`src/rtl/calc_ctrl_if.sv`:
```
// Shared calculator types plus the button/ALU/display bundle that connects
// calc_ctrl to the button decoder, the BCD ALU and the display driver.
package calc_pkg;
   localparam int NumDigits = 8;
   localparam int ExpW      = 4;

   typedef struct packed {
      logic                       sign;
      logic                       error;
      logic [ExpW-1:0]            exponent;
      logic [NumDigits-1:0][3:0]  significand;
   } num_t;

   typedef enum logic [2:0] {
      OP_NONE, OP_ADD, OP_SUB, OP_MUL, OP_DIV, OP_PERCENT, OP_SQRT
   } op_t;

   typedef enum logic [4:0] {
      B_NONE, B_0, B_1, B_2, B_3, B_4, B_5, B_6, B_7, B_8, B_9,
      B_DOT, B_ADD, B_SUB, B_MUL, B_DIV, B_PERCENT, B_SQRT, B_EQ, B_CLEAR,
      B_MC, B_MR, B_MADD, B_MSUB, B_UNKNOWN
   } active_button_t;

   function automatic logic isNumberButton(input active_button_t b);
      return (b >= B_0) && (b <= B_9);
   endfunction

   function automatic logic [3:0] button2bcd(input active_button_t b);
      return 4'(5'(b) - 5'(B_0));
   endfunction

   function automatic op_t button2op(input active_button_t b);
      case (b)
         B_ADD:     return OP_ADD;
         B_SUB:     return OP_SUB;
         B_MUL:     return OP_MUL;
         B_DIV:     return OP_DIV;
         B_PERCENT: return OP_PERCENT;
         B_SQRT:    return OP_SQRT;
         default:   return OP_NONE;
      endcase
   endfunction

   function automatic logic [NumDigits-1:0][3:0] leftshift_significand(
      input logic [NumDigits-1:0][3:0] sig, input logic [3:0] digit);
      return {sig[NumDigits-2:0], digit};
   endfunction
endpackage

interface calc_ctrl_if;
   import calc_pkg::*;

   logic           button_valid_i;
   active_button_t button_i;
   logic           alu_req_o;
   op_t            alu_op_o;
   num_t           alu_a_o;
   num_t           alu_b_o;
   logic           alu_ack_i;
   num_t           alu_result_i;
   num_t           display_o;
   logic           busy_o;

   modport slave (
      input  button_valid_i, button_i, alu_ack_i, alu_result_i,
      output alu_req_o, alu_op_o, alu_a_o, alu_b_o, display_o, busy_o
   );

   modport master (
      output button_valid_i, button_i, alu_ack_i, alu_result_i,
      input  alu_req_o, alu_op_o, alu_a_o, alu_b_o, display_o, busy_o
   );
endinterface

```
`src/rtl/calc_ctrl.sv`:
```
// Keypad-to-ALU sequencer: builds BCD operands from key presses, runs the
// pending operator through the ALU req/ack handshake and drives the display.
//
// state     | meaning
// S_ENTRY_A | building left operand in entry
// S_OP_WAIT | operator chosen, display shows acc, no B digit yet
// S_ENTRY_B | building right operand in entry
// S_EXEC    | ALU request outstanding, non-clear keys dropped
// S_RESULT  | showing result held in acc
// S_ERROR   | showing error result, only clear exits
module calc_ctrl
   import calc_pkg::*;
#(
   parameter int NumDigits = calc_pkg::NumDigits
) (
   input logic        clk_i,
   input logic        rst_ni,
   calc_ctrl_if.slave bus
);
   localparam int CntW = $clog2(NumDigits + 1);

   typedef enum logic [2:0] {
      S_ENTRY_A, S_OP_WAIT, S_ENTRY_B, S_EXEC, S_RESULT, S_ERROR
   } state_t;

   // Every reset value is zero, so a clear is simply loading '0 into this.
   typedef struct packed {
      state_t          state;
      num_t            entry;
      logic [CntW-1:0] digit_cnt;
      logic            dot_seen;
      num_t            acc;
      op_t             pend_op;
      op_t             next_op;
      logic            clear_pend;
      logic            alu_req;
      op_t             alu_op;
      num_t            alu_a;
      num_t            alu_b;
      num_t            display;
      logic            busy;
   } ctl_t;

   ctl_t            r_ctl;
   num_t            w_base;
   num_t            w_next;
   logic [CntW-1:0] w_base_cnt;
   logic [CntW-1:0] w_next_cnt;
   logic            w_base_dot;
   logic            w_next_dot;
   logic [3:0]      w_digit;
   op_t             w_op;
   logic            w_is_digit;
   logic            w_is_dot;
   logic            w_is_op;
   logic            w_is_eq;
   logic            w_is_clear;
   logic            w_ack;
   logic            w_fresh;
   logic            w_key;
   logic            w_do_clear;

   assign w_digit    = button2bcd(bus.button_i);
   assign w_op       = button2op(bus.button_i);
   assign w_is_digit = bus.button_valid_i && isNumberButton(bus.button_i);
   assign w_is_dot   = bus.button_valid_i && (bus.button_i == B_DOT);
   assign w_is_op    = bus.button_valid_i && (w_op inside {OP_ADD, OP_SUB, OP_MUL, OP_DIV});
   assign w_is_eq    = bus.button_valid_i && (bus.button_i == B_EQ);
   assign w_is_clear = bus.button_valid_i && (bus.button_i == B_CLEAR);
   assign w_ack      = r_ctl.alu_req && bus.alu_ack_i;

   // After an operator or a result, the first key starts a fresh operand.
   assign w_fresh = r_ctl.state inside {S_OP_WAIT, S_RESULT};
   assign w_key   = (w_is_digit || w_is_dot) && !(r_ctl.state inside {S_EXEC, S_ERROR});

   assign w_do_clear = (w_is_clear && r_ctl.state != S_EXEC) ||
                       (r_ctl.state == S_EXEC && w_ack && (w_is_clear || r_ctl.clear_pend));

   always_comb begin
      w_base     = w_fresh ? num_t'('0) : r_ctl.entry;
      w_base_cnt = w_fresh ? '0 : r_ctl.digit_cnt;
      w_base_dot = w_fresh ? 1'b0 : r_ctl.dot_seen;
      w_next     = w_base;
      w_next_cnt = w_base_cnt;
      w_next_dot = w_base_dot;
      if (w_is_digit && (w_base_cnt < CntW'(NumDigits)) &&
          (!w_base_dot || (w_base.exponent < ExpW'(NumDigits - 1)))) begin
         w_next.significand = leftshift_significand(w_base.significand, w_digit);
         if (w_digit != 4'd0 || w_base_cnt != '0 || w_base_dot) begin
            w_next_cnt = w_base_cnt + CntW'(1);
         end
         if (w_base_dot) begin
            w_next.exponent = w_base.exponent + ExpW'(1);
         end
      end else if (w_is_dot) begin
         w_next_dot = 1'b1;
      end
   end

   always_ff @(posedge clk_i or negedge rst_ni) begin
      if (!rst_ni) begin
         r_ctl <= '0;
      end else if (w_do_clear) begin
         r_ctl <= '0;
      end else begin
         if (w_key) begin
            r_ctl.entry     <= w_next;
            r_ctl.digit_cnt <= w_next_cnt;
            r_ctl.dot_seen  <= w_next_dot;
            r_ctl.display   <= w_next;
         end
         case (r_ctl.state)
            S_ENTRY_A: begin
               if (w_is_op) begin
                  r_ctl.acc     <= r_ctl.entry;
                  r_ctl.pend_op <= w_op;
                  r_ctl.display <= r_ctl.entry;
                  r_ctl.state   <= S_OP_WAIT;
               end
            end
            S_OP_WAIT: begin
               if (w_is_op) r_ctl.pend_op <= w_op;
               else if (w_key) r_ctl.state <= S_ENTRY_B;
            end
            S_ENTRY_B: begin
               if (w_is_eq || w_is_op) begin
                  r_ctl.alu_req <= 1'b1;
                  r_ctl.busy    <= 1'b1;
                  r_ctl.alu_op  <= r_ctl.pend_op;
                  r_ctl.alu_a   <= r_ctl.acc;
                  r_ctl.alu_b   <= r_ctl.entry;
                  r_ctl.next_op <= w_is_op ? w_op : OP_NONE;
                  r_ctl.state   <= S_EXEC;
               end
            end
            S_EXEC: begin
               if (w_is_clear) r_ctl.clear_pend <= 1'b1;
               if (w_ack) begin
                  r_ctl.alu_req <= 1'b0;
                  r_ctl.busy    <= 1'b0;
                  r_ctl.display <= bus.alu_result_i;
                  if (bus.alu_result_i.error) begin
                     r_ctl.state <= S_ERROR;
                  end else begin
                     r_ctl.acc <= bus.alu_result_i;
                     if (r_ctl.next_op == OP_NONE) begin
                        r_ctl.state <= S_RESULT;
                     end else begin
                        r_ctl.pend_op <= r_ctl.next_op;
                        r_ctl.state   <= S_OP_WAIT;
                     end
                  end
               end
            end
            S_RESULT: begin
               if (w_is_op) begin
                  r_ctl.pend_op <= w_op;
                  r_ctl.state   <= S_OP_WAIT;
               end else if (w_key) begin
                  r_ctl.state <= S_ENTRY_A;
               end
            end
            default: ;
         endcase
      end
   end

   assign bus.alu_req_o = r_ctl.alu_req;
   assign bus.alu_op_o  = r_ctl.alu_op;
   assign bus.alu_a_o   = r_ctl.alu_a;
   assign bus.alu_b_o   = r_ctl.alu_b;
   assign bus.display_o = r_ctl.display;
   assign bus.busy_o    = r_ctl.busy;
endmodule

```
`src/flat_wrapper.sv`:
```
// flat-port wrapper written by rule: the top's interface ports become plain ports
module calc_ctrl_flat import calc_pkg::*;
#(
   parameter int NumDigits = calc_pkg::NumDigits
)
  (clk_i, rst_ni, bus_button_valid_i, bus_button_i, bus_alu_ack_i, bus_alu_result_i, bus_alu_req_o, bus_alu_op_o, bus_alu_a_o, bus_alu_b_o, bus_display_o, bus_busy_o);
  calc_ctrl_if bus_i ();
  input logic clk_i;
  input logic rst_ni;
  input wire logic [$bits(bus_i.button_valid_i)-1:0] bus_button_valid_i;
  input wire logic [$bits(bus_i.button_i)-1:0] bus_button_i;
  input wire logic [$bits(bus_i.alu_ack_i)-1:0] bus_alu_ack_i;
  input wire logic [$bits(bus_i.alu_result_i)-1:0] bus_alu_result_i;
  output wire logic [$bits(bus_i.alu_req_o)-1:0] bus_alu_req_o;
  output wire logic [$bits(bus_i.alu_op_o)-1:0] bus_alu_op_o;
  output wire logic [$bits(bus_i.alu_a_o)-1:0] bus_alu_a_o;
  output wire logic [$bits(bus_i.alu_b_o)-1:0] bus_alu_b_o;
  output wire logic [$bits(bus_i.display_o)-1:0] bus_display_o;
  output wire logic [$bits(bus_i.busy_o)-1:0] bus_busy_o;
  assign bus_i.button_valid_i = bus_button_valid_i;
  assign bus_i.button_i = bus_button_i;
  assign bus_i.alu_ack_i = bus_alu_ack_i;
  assign bus_i.alu_result_i = bus_alu_result_i;
  assign bus_alu_req_o = bus_i.alu_req_o;
  assign bus_alu_op_o = bus_i.alu_op_o;
  assign bus_alu_a_o = bus_i.alu_a_o;
  assign bus_alu_b_o = bus_i.alu_b_o;
  assign bus_display_o = bus_i.display_o;
  assign bus_busy_o = bus_i.busy_o;
  calc_ctrl #(.NumDigits(NumDigits)) u_core (.clk_i(clk_i), .rst_ni(rst_ni), .bus(bus_i));
endmodule
```
`config.mk`:
```
export PLATFORM = sky130hd
export DESIGN_NAME = calc_ctrl_flat
export DESIGN_NICKNAME = d
export VERILOG_FILES = /design/src/rtl/calc_ctrl_if.sv /design/src/rtl/calc_ctrl.sv /design/src/flat_wrapper.sv
export SDC_FILE = /design/constraint.sdc
export NUM_CORES = 1
export LEC_CHECK = 0
export CAP_MARGIN = 5
export CORE_AREA = 2 2 153 155
export DETAILED_ROUTE_END_ITERATION = 7
export DIE_AREA = 0 0 155 157
export HOLD_SLACK_MARGIN = 0.08
export PLACE_DENSITY = 0.74
export SYNTH_ARGS = -nofsm -noshare
export SYNTH_HDL_FRONTEND = slang
export SYNTH_SLANG_ARGS = --single-unit
```
`constraint.sdc`:
```
create_clock -name clk_i -period 3.2 [get_ports clk_i]
set_input_delay 0.64 -clock clk_i [delete_from_list [all_inputs] [get_ports clk_i]]
set_output_delay 0.64 -clock clk_i [all_outputs]
set_load 0.005 [all_outputs]
```
==> results.toml <==
[run_status]
status = "completed"

[clock_tree]
cts_buffer_depth = 3
clkTransAtPathRegs_ps = 60
ctsResizeCount = 0
clk_latency_ps = 520
cts_buffers = 22
ctsHoldBuffers = 0
root_buffer = "clkbuf_16"
postCtsSetupRepairBufs = 0
htreeDepth = 1
clock-sinks = 209
cts_tree = "done"

[grt]
track_usage_pct = 25.5
grtUsageMet1_pct = 36.3
grt_start_max_net_pins = 78
grt.met2_usage_pct = 39.7
antenna_found_initial = 0
grt-busiest-layer = "met2"
use_met3_pct = 4.32
grt_pass1_wl_um = 49200
grt_pass1_vias = 8481
grt-ovfl-total = 0

[setup_path]
cp.required_ps = 3660
startpoint_type = "input pin"
end_kind = "flop"
crit_type = "input pin to flop"
cp_max_fo = 36
cp.arrival_ps = 3130

[synthesis]
yosys.area.top_type = "dfrtp_1"
yosys_warnings = 0
netlist_instances = 1003
yosys_most_used_dff = "dfrtp_1"
syn_area_per_cell_um2 = 11.1
synth_sequential_area_ratio_pct = 46.9
synth.distinct_cells = 73
yosysMostFrequentCell = "dfrtp_1"
syn-num-nets = 1058
synth-seq-cells = 209
yosysTopAreaCellShare_pct = 46.9
synth_commonest_cells = "dfrtp_1 (209), a22o_1 (161), buf_4 (122)"
synth-edff-count = 0
synthTopCellsByArea = "dfrtp_1 (47%), a22o_1 (13%), buf_4 (8.2%)"
synthArstFlopShare_pct = 100
netlist_area_um2 = 11200

[placed_design]
post-place-ws_ps = 27.0
io_buffer_count = 165
dpl_cell_area_um2 = 12500
gp_congestion = 0.894
dpl.hpwl_um = 21500

[pwr]
p_sw_share_pct = 33.3
power_frac_seq_pct = 37.7
powerDensity_nw_per_um2 = 727
leakagePower_nw = 5.88
pwr-share-comb_pct = 35.4
clock_power_share_pct = 26.9
p_switching_mw = 3.21
totalPowerFinal_mw = 9.64
ir_worst_vdd_mv = 0.357
p_int_mw = 6.43

[sta]
fin_crit_sh_pct = 83.6
setup_slack_ps = 525
fin_skew_ps = 20.4
hold_viol_final = 0
fin_crit_ps = 2680
slew_headroom_pct = 62.5
max_freq_mhz = 374
setup_viol = 0
rsz0062_at_grt = "false"
drv_slew = 0
worstMarginPinSlew_ps = 561
fin_setup_tns_ps = 0

[worst_hold_path]
hold_path.class = "input pin to asynchronous set/reset pin"

[routing]
wirelength_um = 31400
drc = 0
viasPerCell = 6.46
vias = 8630
drt_iter0_drc = 993
ant_nets = 0
firstDrtPassIters = 8
wire_per_inst_um = 23.5

[floorplanning]
pin_count = 166
die_w_um = 155
die_h_um = 157
core_um2 = 22500
rows = 55
start_util_pct = 49.6
dieArea_um2 = 24300

[finish]
syn_to_final_growth_pct = 18.8
fill_cells = 1811
fin_area_um2 = 13300
drive_gt1_share_pct = 15.5
nNetsFinal = 1092
antenna_cells = 0

[flow_run]
drv_cap = 0
-- sequential cells by signal, indices dropped and copies added, names as in the netlist --
| register | cells |
|---|---|
| u_core.bus.alu_b_o | 38 |
| u_core.bus.alu_a_o | 38 |
| u_core.r_ctl | 91 |
| u_core.bus.alu_op_o | 3 |
| u_core.bus.display_o | 38 |
| u_core.bus.alu_req_o | 1 |
-- critical path, stage by stage --
cell and delay [ps]:
clkdlybuf4s50_1 550, inv_1 100, ha_1 240, o21ba_2 230, a21o_1 150, a32oi_1 170, buf_4 170, inv_1 60
a31oi_4 350, buf_12 240, a22o_1 190
-- cells by family after synthesis --
kind of cell	after synthesis	synth area share [%]
adders and majority gates	8	0.897
AOI/OAI and AO/OA	350	25.9
muxes	71	7.10
and+or+nand+nor	132	6.34
buffers and inverters	228	12.5
DFF	209	46.9
xor gates and xnor gates	5	0.393
-- through the flow --
step	hold WS, ps	instances	utilization [%]
floorplan	344	1003	-
global placement	468	1298	55.7
detailed placement	474	1298	55.7
CTS	131	1335	58.9
global route	148	1335	58.9
finish	102	1335	58.9
-- power by group through the flow --
stage	Clock [mW]	Combinational (mW)	Sequential, mW
4_1_cts	2.62	3.39	3.63
2_1_floorplan	0	2.35	3.45
3_3_place_gp	0	3.32	3.66
3_5_place_dp	0	3.37	3.67
5_1_grt	2.73	3.67	3.69
6_report	2.60	3.41	3.64
-- placed cells by master, fill, tap and decap left out, types with 11 or more instances in the layout --
master | Yosys | routed
dfrtp_1 | 209 | 209
o32a_1 | 14 | 14
inv_1 | 11 | 11
clkbuf_16 | 0 | 22
nand2_1 | 37 | 37
clkdlybuf4s50_1 | 0 | 164
a22o_1 | 161 | 161
nor2_1 | 20 | 18
nand3_1 | 14 | 14
buf_4 | 122 | 47
a222oi_1 | 26 | 26
o22ai_1 | 19 | 19
mux2i_1 | 30 | 30
buf_12 | 0 | 15
mux2_2 | 33 | 33
o21a_1 | 12 | 12
a21oi_1 | 25 | 25
-- worst paths after layout --
kind                              startpoint                     end  slack [ps]  depth (start not counted)
max in group asynchronous             rst_ni   u_core.bus.alu_a_o[7]        2290                          2
min reg2reg                u_core.r_ctl[163]  u_core.bus.alu_a_o[37]         490                          1
max                          bus_button_i[0]  u_core.bus.alu_a_o[20]         520                         11
min                                   rst_ni  u_core.bus.alu_b_o[13]         100                          1
max reg2reg                u_core.r_ctl[209]       u_core.r_ctl[179]         590                         12
min in group clk_i         u_core.r_ctl[163]  u_core.bus.alu_a_o[37]         490                          1
-- final cells by class --
| type | instances | area (µm²) | area share, % |
|---|---|---|---|
| Tap cell | 285 | 357 | 2.69 |
| Sequential cell | 209 | 5230 | 39.4 |
| Clock buffer | 25 | 572 | 4.31 |
| Timing Repair Buffer | 227 | 2310 | 17.4 |
| Clock inverter | 12 | 154 | 1.16 |
| Multi-Input combinational cell | 566 | 4600 | 34.7 |
| Inverter | 11 | 41.3 | 0.311 |
-- metal layers --
metal	vias to the layer above	part of all wire, %
met5	-	0
met1	4367	44
li1	3783	-
met2	421	46
met3	59	7.6
met4	0	2.7
(Power assumes the default switching activity.)
